<file path="src/rtl/instr_encoder_loader_pkg.sv">
// Shared encodings for the instruction loader and the CPU decoder.
// Holds class codes, opcode/funct constants, FSM states and word builders.
package instr_encoder_loader_pkg;

   localparam logic [3:0] CLS_ADDU  = 4'd0;
   localparam logic [3:0] CLS_SUBU  = 4'd1;
   localparam logic [3:0] CLS_AND   = 4'd2;
   localparam logic [3:0] CLS_OR    = 4'd3;
   localparam logic [3:0] CLS_SLTU  = 4'd4;
   localparam logic [3:0] CLS_LW    = 4'd5;
   localparam logic [3:0] CLS_SW    = 4'd6;
   localparam logic [3:0] CLS_LUI   = 4'd7;
   localparam logic [3:0] CLS_BEQ   = 4'd8;
   localparam logic [3:0] CLS_ADDIU = 4'd9;
   localparam logic [3:0] CLS_J     = 4'd10;

   localparam logic [5:0] OP_RTYPE = 6'b000000;
   localparam logic [5:0] OP_LW    = 6'b100011;
   localparam logic [5:0] OP_SW    = 6'b101011;
   localparam logic [5:0] OP_BEQ   = 6'b000100;
   localparam logic [5:0] OP_ADDIU = 6'b001001;
   localparam logic [5:0] OP_LUI   = 6'b001111;
   localparam logic [5:0] OP_J     = 6'b000010;

   localparam logic [5:0] FN_ADDU = 6'b100001;
   localparam logic [5:0] FN_SUBU = 6'b100011;
   localparam logic [5:0] FN_AND  = 6'b100100;
   localparam logic [5:0] FN_OR   = 6'b100101;
   localparam logic [5:0] FN_SLTU = 6'b101011;

   localparam logic [1:0] ST_IDLE  = 2'd0;
   localparam logic [1:0] ST_WRITE = 2'd1;
   localparam logic [1:0] ST_DONE  = 2'd2;
   localparam logic [1:0] ST_ERR   = 2'd3;

   function automatic logic [31:0] enc_r(
      input logic [4:0] rs,
      input logic [4:0] rt,
      input logic [4:0] rd,
      input logic [5:0] fn
   );
      return {OP_RTYPE, rs, rt, rd, 5'b0, fn};
   endfunction

   function automatic logic [31:0] enc_i(
      input logic [5:0]  op,
      input logic [4:0]  rs,
      input logic [4:0]  rt,
      input logic [15:0] imm
   );
      return {op, rs, rt, imm};
   endfunction

   function automatic logic [31:0] enc_j(
      input logic [25:0] tgt
   );
      return {OP_J, tgt};
   endfunction

endpackage

</file>
<file path="src/rtl/instr_field_encoder.sv">
// Combinational symbolic-field to MIPS word encoder.
// Classes 11-15 raise the illegal flag and yield a zero word.
module instr_field_encoder
   import instr_encoder_loader_pkg::*;
(
   input  logic [3:0]  cls,
   input  logic [4:0]  rs,
   input  logic [4:0]  rt,
   input  logic [4:0]  rd,
   input  logic [15:0] imm,
   input  logic [25:0] target,
   output logic [31:0] word,
   output logic        illegal
);

   always_comb begin
      word    = '0;
      illegal = 1'b0;
      case (cls)
         CLS_ADDU:  word = enc_r(rs, rt, rd, FN_ADDU);
         CLS_SUBU:  word = enc_r(rs, rt, rd, FN_SUBU);
         CLS_AND:   word = enc_r(rs, rt, rd, FN_AND);
         CLS_OR:    word = enc_r(rs, rt, rd, FN_OR);
         CLS_SLTU:  word = enc_r(rs, rt, rd, FN_SLTU);
         CLS_LW:    word = enc_i(OP_LW, rs, rt, imm);
         CLS_SW:    word = enc_i(OP_SW, rs, rt, imm);
         // LUI has no source register; rs is forced to zero
         CLS_LUI:   word = enc_i(OP_LUI, 5'd0, rt, imm);
         CLS_BEQ:   word = enc_i(OP_BEQ, rs, rt, imm);
         CLS_ADDIU: word = enc_i(OP_ADDIU, rs, rt, imm);
         CLS_J:     word = enc_j(target);
         default:   illegal = 1'b1;
      endcase
   end

endmodule

</file>
<file path="src/rtl/instr_encoder_loader.sv">
// Loads an encoded program into instruction memory, holding the CPU meanwhile.
// Optional LOADER_CHECKSUM_EN adds an XOR checksum of all written words.
module instr_encoder_loader
   import instr_encoder_loader_pkg::*;
#(
   parameter int ADDR_W    = 8,
   parameter int BASE_ADDR = 0
) (
   input  logic              clk,
   input  logic              reset,
   input  logic              in_valid,
   output logic              in_ready,
   input  logic [3:0]        in_class,
   input  logic [4:0]        in_rs,
   input  logic [4:0]        in_rt,
   input  logic [4:0]        in_rd,
   input  logic [15:0]       in_imm,
   input  logic [25:0]       in_target,
   input  logic              in_last,
   output logic              imem_we,
   output logic [ADDR_W-1:0] imem_addr,
   output logic [31:0]       imem_wdata,
   output logic              cpu_hold,
   output logic              done,
   output logic              error,
`ifdef LOADER_CHECKSUM_EN
   output logic [31:0]       checksum,
`endif
   output logic [ADDR_W:0]   count
);

   localparam logic [ADDR_W-1:0] ADDR_RST = ADDR_W'(BASE_ADDR);
   localparam logic [ADDR_W-1:0] ADDR_TOP = '1;

   logic [1:0]        state_q, state_d;
   logic [ADDR_W-1:0] addr_q, addr_d;
   logic [31:0]       wdata_q, wdata_d;
   logic              last_q, last_d;
   logic [ADDR_W:0]   count_q, count_d;
   logic [31:0]       enc_word;
   logic              enc_illegal;

   instr_field_encoder u_enc (
      .cls     (in_class),
      .rs      (in_rs),
      .rt      (in_rt),
      .rd      (in_rd),
      .imm     (in_imm),
      .target  (in_target),
      .word    (enc_word),
      .illegal (enc_illegal)
   );

   always_comb begin
      state_d = state_q;
      addr_d  = addr_q;
      wdata_d = wdata_q;
      last_d  = last_q;
      count_d = count_q;
      case (state_q)
         ST_IDLE: begin
            if (in_valid) begin
               if (enc_illegal) begin
                  state_d = ST_ERR;
               end else begin
                  wdata_d = enc_word;
                  last_d  = in_last;
                  state_d = ST_WRITE;
               end
            end
         end
         ST_WRITE: begin
            count_d = count_q + 1'b1;
            // a last word at the top address is legal; only overflow errors
            if (last_q) begin
               state_d = ST_DONE;
            end else if (addr_q == ADDR_TOP) begin
               state_d = ST_ERR;
            end else begin
               addr_d  = addr_q + 1'b1;
               state_d = ST_IDLE;
            end
         end
         default: begin
            state_d = state_q;
         end
      endcase
   end

   always_ff @(posedge clk or negedge reset) begin
      if (!reset) begin
         state_q <= ST_IDLE;
         addr_q  <= ADDR_RST;
         wdata_q <= '0;
         last_q  <= 1'b0;
         count_q <= '0;
      end else begin
         state_q <= state_d;
         addr_q  <= addr_d;
         wdata_q <= wdata_d;
         last_q  <= last_d;
         count_q <= count_d;
      end
   end

`ifdef LOADER_CHECKSUM_EN
   logic [31:0] cksum_q, cksum_d;

   always_comb begin
      cksum_d = cksum_q;
      if (state_q == ST_WRITE) begin
         cksum_d = cksum_q ^ wdata_q;
      end
   end

   always_ff @(posedge clk or negedge reset) begin
      if (!reset) begin
         cksum_q <= '0;
      end else begin
         cksum_q <= cksum_d;
      end
   end

   assign checksum = cksum_q;
`endif

   assign in_ready   = (state_q == ST_IDLE);
   assign imem_we    = (state_q == ST_WRITE);
   assign imem_addr  = addr_q;
   assign imem_wdata = wdata_q;
   assign cpu_hold   = (state_q != ST_DONE);
   assign done       = (state_q == ST_DONE);
   assign error      = (state_q == ST_ERR);
   assign count      = count_q;

endmodule

</file>
<file path="config.mk">
export PLATFORM = sky130hd
export DESIGN_NAME = instr_encoder_loader
export DESIGN_NICKNAME = d
export VERILOG_FILES = /design/src/rtl/instr_encoder_loader_pkg.sv /design/src/rtl/instr_field_encoder.sv /design/src/rtl/instr_encoder_loader.sv
export SDC_FILE = /design/constraint.sdc
export NUM_CORES = 1
export LEC_CHECK = 0
export ABC_AREA = 1
export CORE_MARGIN = 10
export CORE_UTILIZATION = 42
export DETAILED_ROUTE_END_ITERATION = 16
export HOLD_SLACK_MARGIN = 0.06
export PLACE_DENSITY_LB_ADDON = 0.3
export SKIP_LAST_GASP = 1
export SYNTH_ARGS = -nofsm -noshare
export SYNTH_HDL_FRONTEND = slang
export SYNTH_SLANG_ARGS = --single-unit
</file>
<file path="constraint.sdc">
create_clock -name clk -period 1.9 [get_ports clk]
set_input_delay 0.38 -clock clk [delete_from_list [all_inputs] [get_ports clk]]
set_output_delay 0.38 -clock clk [all_outputs]
set_load 0.02 [all_outputs]
</file>
==> results of run 1 <==
==> where the power goes <==
part / switching (mW) / internal [mW] / leakage, nW
registers: 0.0268 / 1.13 / 0.668
clock network: 0.366 / 0.427 / 0.0612
logic: 0.223 / 0.265 / 1.28
total: 0.615 / 1.83 / 2.01
==> final cells by class <==
class                   count  area (um2)
clock buffers               6       82.58
inverters                  42       160.2
clock inverters             2       35.03
multi-input cells         251        1169
flip-flops and latches     51        1276
well taps                  77       96.34
repair buffers            135        1326
fillers                   555        2132
==> state kept, by name, indices dropped and copies added (netlist names) <==
name	flops
imem_wdata	31
count	9
imem_addr	8
last_q	1
state_q	2
==> logic make-up (layout without fill, tap and decap cells) <==
family / after synthesis / in the layout
simple gates: 200 / 200
buf+inv: 52 / 185
flops: 51 / 51
compound gates: 37 / 37
xor+xnor: 11 / 11
fa+ha+maj: 2 / 2
other cells: 1 / 1
==> synth_stat cells (all sizes together) <==
cell	instances
nand2	113
conb	1
nor2	50
nand3	24
inv	42
nor3	2
a21oi	15
buf	10
xnor2	5
nand4	3
xor2	6
o31ai	1
o21ai	12
dfrtp	51
nand3b	1
ha	2
a31oi	9
or2	7
==> worst register-to-register path, stage by stage, from the launching register on <==
cell and delay [ns]:
dfrtp_1 0.42, ha_1 0.21, nand3_1 0.12, nor2_1 0.23
nand3_1 0.10, nand2_1 0.15, inv_1 0.13, nand2_1 0.08
o21ai_0 0.09
==> final timing paths <==
kind                            slack [ns]      endpoint  depth (start not counted)         start
worst max-delay path                  0.07  imem_addr[6]                          1  imem_addr[6]
worst min-delay path                  0.51        last_q                          2        last_q
worst max register to register        0.26  imem_addr[3]                          8  imem_addr[0]
worst min register to register        0.51        last_q                          2        last_q
max in group asynchronous             0.81      count[0]                          3         reset
min in group asynchronous             0.57        last_q                          2         reset
==> per-stage QoR <==
stage / util, % / power [mW] / cells / TNS, ns / setup slack [ns]
global placement: 64.04 / 1.665 / 555 / -0.006981 / -0.005548
floorplan: - / 1.358 / 354 / 0 / 0.3485
global route: 66.04 / 2.551 / 564 / 0 / 0.009354
finish: 66.04 / 2.442 / 564 / 0 / 0.06791
CTS: 66.00 / 2.469 / 564 / 0 / 0.03259
detailed placement: 64.04 / 1.674 / 555 / -0.4501 / -0.08188
==> layer usage <==
layer	GRT usage (%)	part of all wire, %	up-vias
met3	7.212	9.6	4
met2	25.54	46	91
met1	19.33	44	1231
met5	0	0	-
met4	3.528	0.64	0
li1	-	-	1365
==> timing repair <==
| item | in CTS | in global routing |
|---|---|---|
| pin swaps | 0 | 0 |
| endpoints found under the hold margin | 18 | 0 |
| gates resized for setup | 4 | 1 |
| setup endpoints to repair | 4 | 1 |
| hold buffers | 1 | 0 |
==> impl_metrics.yaml, run 1 <==
yosys:
  post_synthesis_compound_gate_area_fraction_pct: 7.444
  synth.area.mux_share_pct: 0
  syn_avg_cell_area_um2: 7.550
  synthesized_area_fraction_occupied_by_and_or_nand_nor_cells_pct: 31.60
  synth_largest_area_cell: "dfrtp_1"
  synthDominantCellAreaShare_pct: 47.75
  synthesis.yosys.warnings: 0
  dominant_cells_by_area_after_synthesis: "dfrtp_1, nand2_1, nor2_1"
  mappedNetlistArea_mm2: 0.002673
  synth_top_family_by_area: "simple AND/OR/NAND/NOR gates"
  syn-num-nets: 421
  synthDistinctLibCells: 29
  netlist_instances: 354
  synth-seq-area-share_pct: 47.75
  synth_xor_area_share_pct: 3.605
  synth_adder_area_share_pct: 0.9363
  total_of_flip_flops_plus_latches_after_synthesis: 51
cells_and_area:
  layout.nets: 553
  final_layout_size_suffix_gt1_share_pct: 7.803
  final_cell_mix: "nand2_1, clkdlybuf4s50_1, dfrtp_1"
  area.growth.synth_to_final_pct: 55.10
  n_antenna_cell: 0
  design_area_mm2: 0.004145
setup_path:
  critical_path.max_stage_delay_ns: 0.66
  critical-path-top-delay-family: "buffers and inverters"
  cp-start-kind: "register"
  cell_chain_critical_path: "clkdlybuf4s50_1"
  cp_data_required_time_ns: 1.52
  worstSetupPathType: "register to output pin"
  critical_path.n_buffers_inverters: 1
  end_kind: "output pin"
  crit_slowest_cell: "clkdlybuf4s50_1"
  worst-endpoint-arrival_ns: 1.45
  critical_path_peak_fanout: 7
floorplanning:
  placement_rows: 29
  initial_core_util_pct: 42.58
  die_y_um: 99.77
  width_of_the_chip_um: 99.77
  boundaryPins: 119
  die_area_mm2: 0.009954
  core_mm2: 0.006277
status:
  outcome: "finished clean"
global_routing:
  globalRoute.totalOverflow: 0
  first_global_vias: 2705
  grt_max_degree: 37
  first_pass_grt_wire_length_um: 13180
  grt_antenna_before_repair: 0
  grt_usage_pct: 15.98
detailed_routing:
  wl_per_cell_um: 14.24
  route.vias.total: 2691
  detailedRoute.firstPassIterationCount: 4
  routed_wl_um: 8029
  vias_per_cell: 4.771
  drcViolationCount: 0
  drtIter0Drc: 65
  final_antenna_net_count: 0
pwr:
  cellPowerDensity_mw_per_mm2: 589.2
  power_leakage_nw: 2.010
  power.ir.vdd_worst_uv: 286.2
clock_tree:
  cts-root-to-sink-buffers: 2
  postCtsSetupBuffers: 0
  clk_pin_slew_ns: 0.10
  worstSkewPairLatency_ns: 0.31
  cts-buffers-inserted: 5
  cts_tree: "done"
  clk_root_buffer_cell: "clkbuf_8"
  htree_num_levels: 2
  cts.sinks: 51
place:
  place.port_buffers: 117
  place_area_mm2: 0.004020
  gpl.final_weighted_congestion: 0.8118
  detailedPlacementHpwl_um: 6330
timing:
  rsz0062_at_grt: "false"
  final-hold-violation-count: 0
  max_clock_freq_mhz: 545.8
  period_minus_slack_ns: 1.832
  timing.final.max_slew_violations: 0
  final-setup-viol-count: 0
  whs_ns: 0.5097
  skew_ns: 0.01119
  period_share_pct: 96.43
min_path:
  worstHoldPathType: "register to register"
run:
  drv.max_cap_violation_count: 0
Power figures use the tool's default switching activity.
==> inputs of run 2 (changes only) <==
==> constraint.sdc (replaced) <==
create_clock -name clk -period 1.9 [get_ports clk]
set_input_delay 0.38 -clock clk [delete_from_list [all_inputs] [get_ports clk]]
set_output_delay 0.38 -clock clk [all_outputs]
set_load 0.005 [all_outputs]
==> run 2 against run 1 <==
  * Sequential share of layout area decreased by 0.13 points
  * Sequential power barely moved
  * Register-to-register slack about the same
  * Via count fell by 0.22%
  * Count of clock-buffer cells in the layout stayed put
  * Non-clock buffer count is 1 higher
  * Setup slack gained 0.019 ns
  * Maximum frequency grew 1.0%
  * Critical path depth is 2 higher
  * Critical path type unchanged
  * Largest cell class unchanged
==> impl_metrics.yaml, run 2 (synthesis gave the netlist of run 1 again) <==
detailed_routing:
  drtIter0Drc: 53
  routed_wl_um: 8033
  final_antenna_net_count: 0
  vias_per_cell: 4.752
  wl_per_cell_um: 14.22
  route.vias.total: 2685
  drcViolationCount: 0
  detailedRoute.firstPassIterationCount: 4
floorplanning:
  die_area_mm2: 0.009954
  die_y_um: 99.77
  boundaryPins: 119
  width_of_the_chip_um: 99.77
  initial_core_util_pct: 42.58
  core_mm2: 0.006277
  placement_rows: 29
timing:
  period_minus_slack_ns: 1.813
  skew_ns: 0.01127
  worst_pin_slew_ns: 0.5002
  final-hold-violation-count: 0
  period_share_pct: 95.44
  final-setup-viol-count: 0
  timing.final.max_slew_violations: 0
  rsz0062_at_grt: "false"
  fin_tns_setup_ns: 0
  timing.max_slew.rel_slack_pct: 66.65
  max_clock_freq_mhz: 551.5
cells_and_area:
  layout_commonest_cell: "clkdlybuf4s50_1"
  layout.nets: 554
  n_antenna_cell: 0
  largest_register_ff_count: 31
  area.growth.synth_to_final_pct: 55.76
  final_layout_size_suffix_gt1_share_pct: 8.197
  final_cell_mix: "clkdlybuf4s50_1, nand2_1, dfrtp_1"
place:
  detailedPlacementHpwl_um: 6330
  place.port_buffers: 117
  gpl.final_weighted_congestion: 0.8118
global_routing:
  first_global_vias: 2707
  grt_max_degree: 37
  grt_usage_pct: 15.98
  globalRoute.totalOverflow: 0
  grt_antenna_before_repair: 0
  first_pass_grt_wire_length_um: 13180
clock_tree:
  cts.sinks: 51
  worstSkewPairLatency_ns: 0.31
  clk_pin_slew_ns: 0.10
  clk_root_buffer_cell: "clkbuf_8"
  cts-root-to-sink-buffers: 2
  cts_tree: "done"
  htree_num_levels: 2
  cts-buffers-inserted: 5
pwr:
  pwr-share-seq_pct: 48.8
  power.ir.vdd_worst_uv: 290.1
  cellPowerDensity_mw_per_mm2: 572.0
  comb_power_share_pct: 18.0
  power.share.clock_pct: 33.3
  p_int_mw: 1.826
  total_power_mw: 2.381
  switching_power_mw: 0.5550
  power_leakage_nw: 2.041
  swShare_pct: 23.31
run:
  drv.max_cap_violation_count: 0
setup_path:
  worst-endpoint-arrival_ns: 1.43
  worstSetupPathType: "register to output pin"
  cp-start-kind: "register"
  cp_data_required_time_ns: 1.52
  end_kind: "output pin"
  critical_path_peak_fanout: 4
status:
  outcome: "finished clean"
min_path:
  worstHoldPathType: "register to register"
## run 2: worst paths after layout
| path | cells after the start | slack (ns) | startpoint | to |
|---|---|---|---|---|
| min in group asynchronous | 2 | 0.57 | reset | last_q |
| worst min register to register | 2 | 0.51 | imem_wdata[23] | imem_wdata[23] |
| worst min-delay path | 2 | 0.51 | imem_wdata[23] | imem_wdata[23] |
| worst max register to register | 8 | 0.26 | imem_addr[0] | imem_addr[3] |
| max in group asynchronous | 3 | 0.81 | reset | count[0] |
| worst max-delay path | 3 | 0.09 | state_q[1] | done |
## run 2: power by group through the flow
stage          registers, mW  clock network, mW  logic (mW)
6_report                1.16              0.792       0.428
5_1_grt                 1.17              0.852       0.473
4_1_cts                 1.16              0.812       0.435
3_5_place_dp            1.18                  0       0.431
3_3_place_gp            1.18                  0       0.425
2_1_floorplan           1.19                  0       0.114
## run 2: per-layer routing
metal  GRT usage, %  up-vias  routed length [um]
li1               -     1366                   -
met4          3.528        0                  55
met3          7.212        5                 733
met1          19.33     1231                3511
met2          25.54       83                3733
met5              0        -                   0
## run 2: cell type report
class / count / area, um2
Sequential cell: 51 / 1276
Inverter: 42 / 160.2
Clock buffer: 6 / 82.58
Multi-Input combinational cell: 251 / 1171
Timing Repair Buffer: 136 / 1341
Fill cell: 558 / 2115
Tap cell: 77 / 96.34
Clock inverter: 2 / 35.03
## run 2: through the flow
step           hold slack [ns]  setup slack, ns  cells  cell area (um2)  utilization, %
2_1_floorplan          0.08441           0.4818    354             2673               -
3_3_place_gp            0.3656        -0.005548    555             4020           64.04
3_5_place_dp            0.3740         -0.08188    555             4020           64.04
4_1_cts                 0.5150          0.03994    564             4150           66.12
5_1_grt                 0.5369          0.01834    565             4163           66.31
6_report                0.5126          0.08667    565             4163           66.31
## run 2: timing repair
| action | CTS | global route |
|---|---|---|
| hold endpoints to repair | 18 | 0 |
| gates resized for setup | 1 | 2 |
| endpoints found under the setup margin | 1 | 2 |
| hold buffers | 1 | 0 |
| buffers inserted | 0 | 1 |
| gates cloned | 0 | 0 |
## run 2: worst max-delay path, cell delays in order (launching register included)
cell             delay [ns]
dfrtp_1                0.41
inv_2                  0.07
nor2_1                 0.13
clkdlybuf4s50_1        0.52
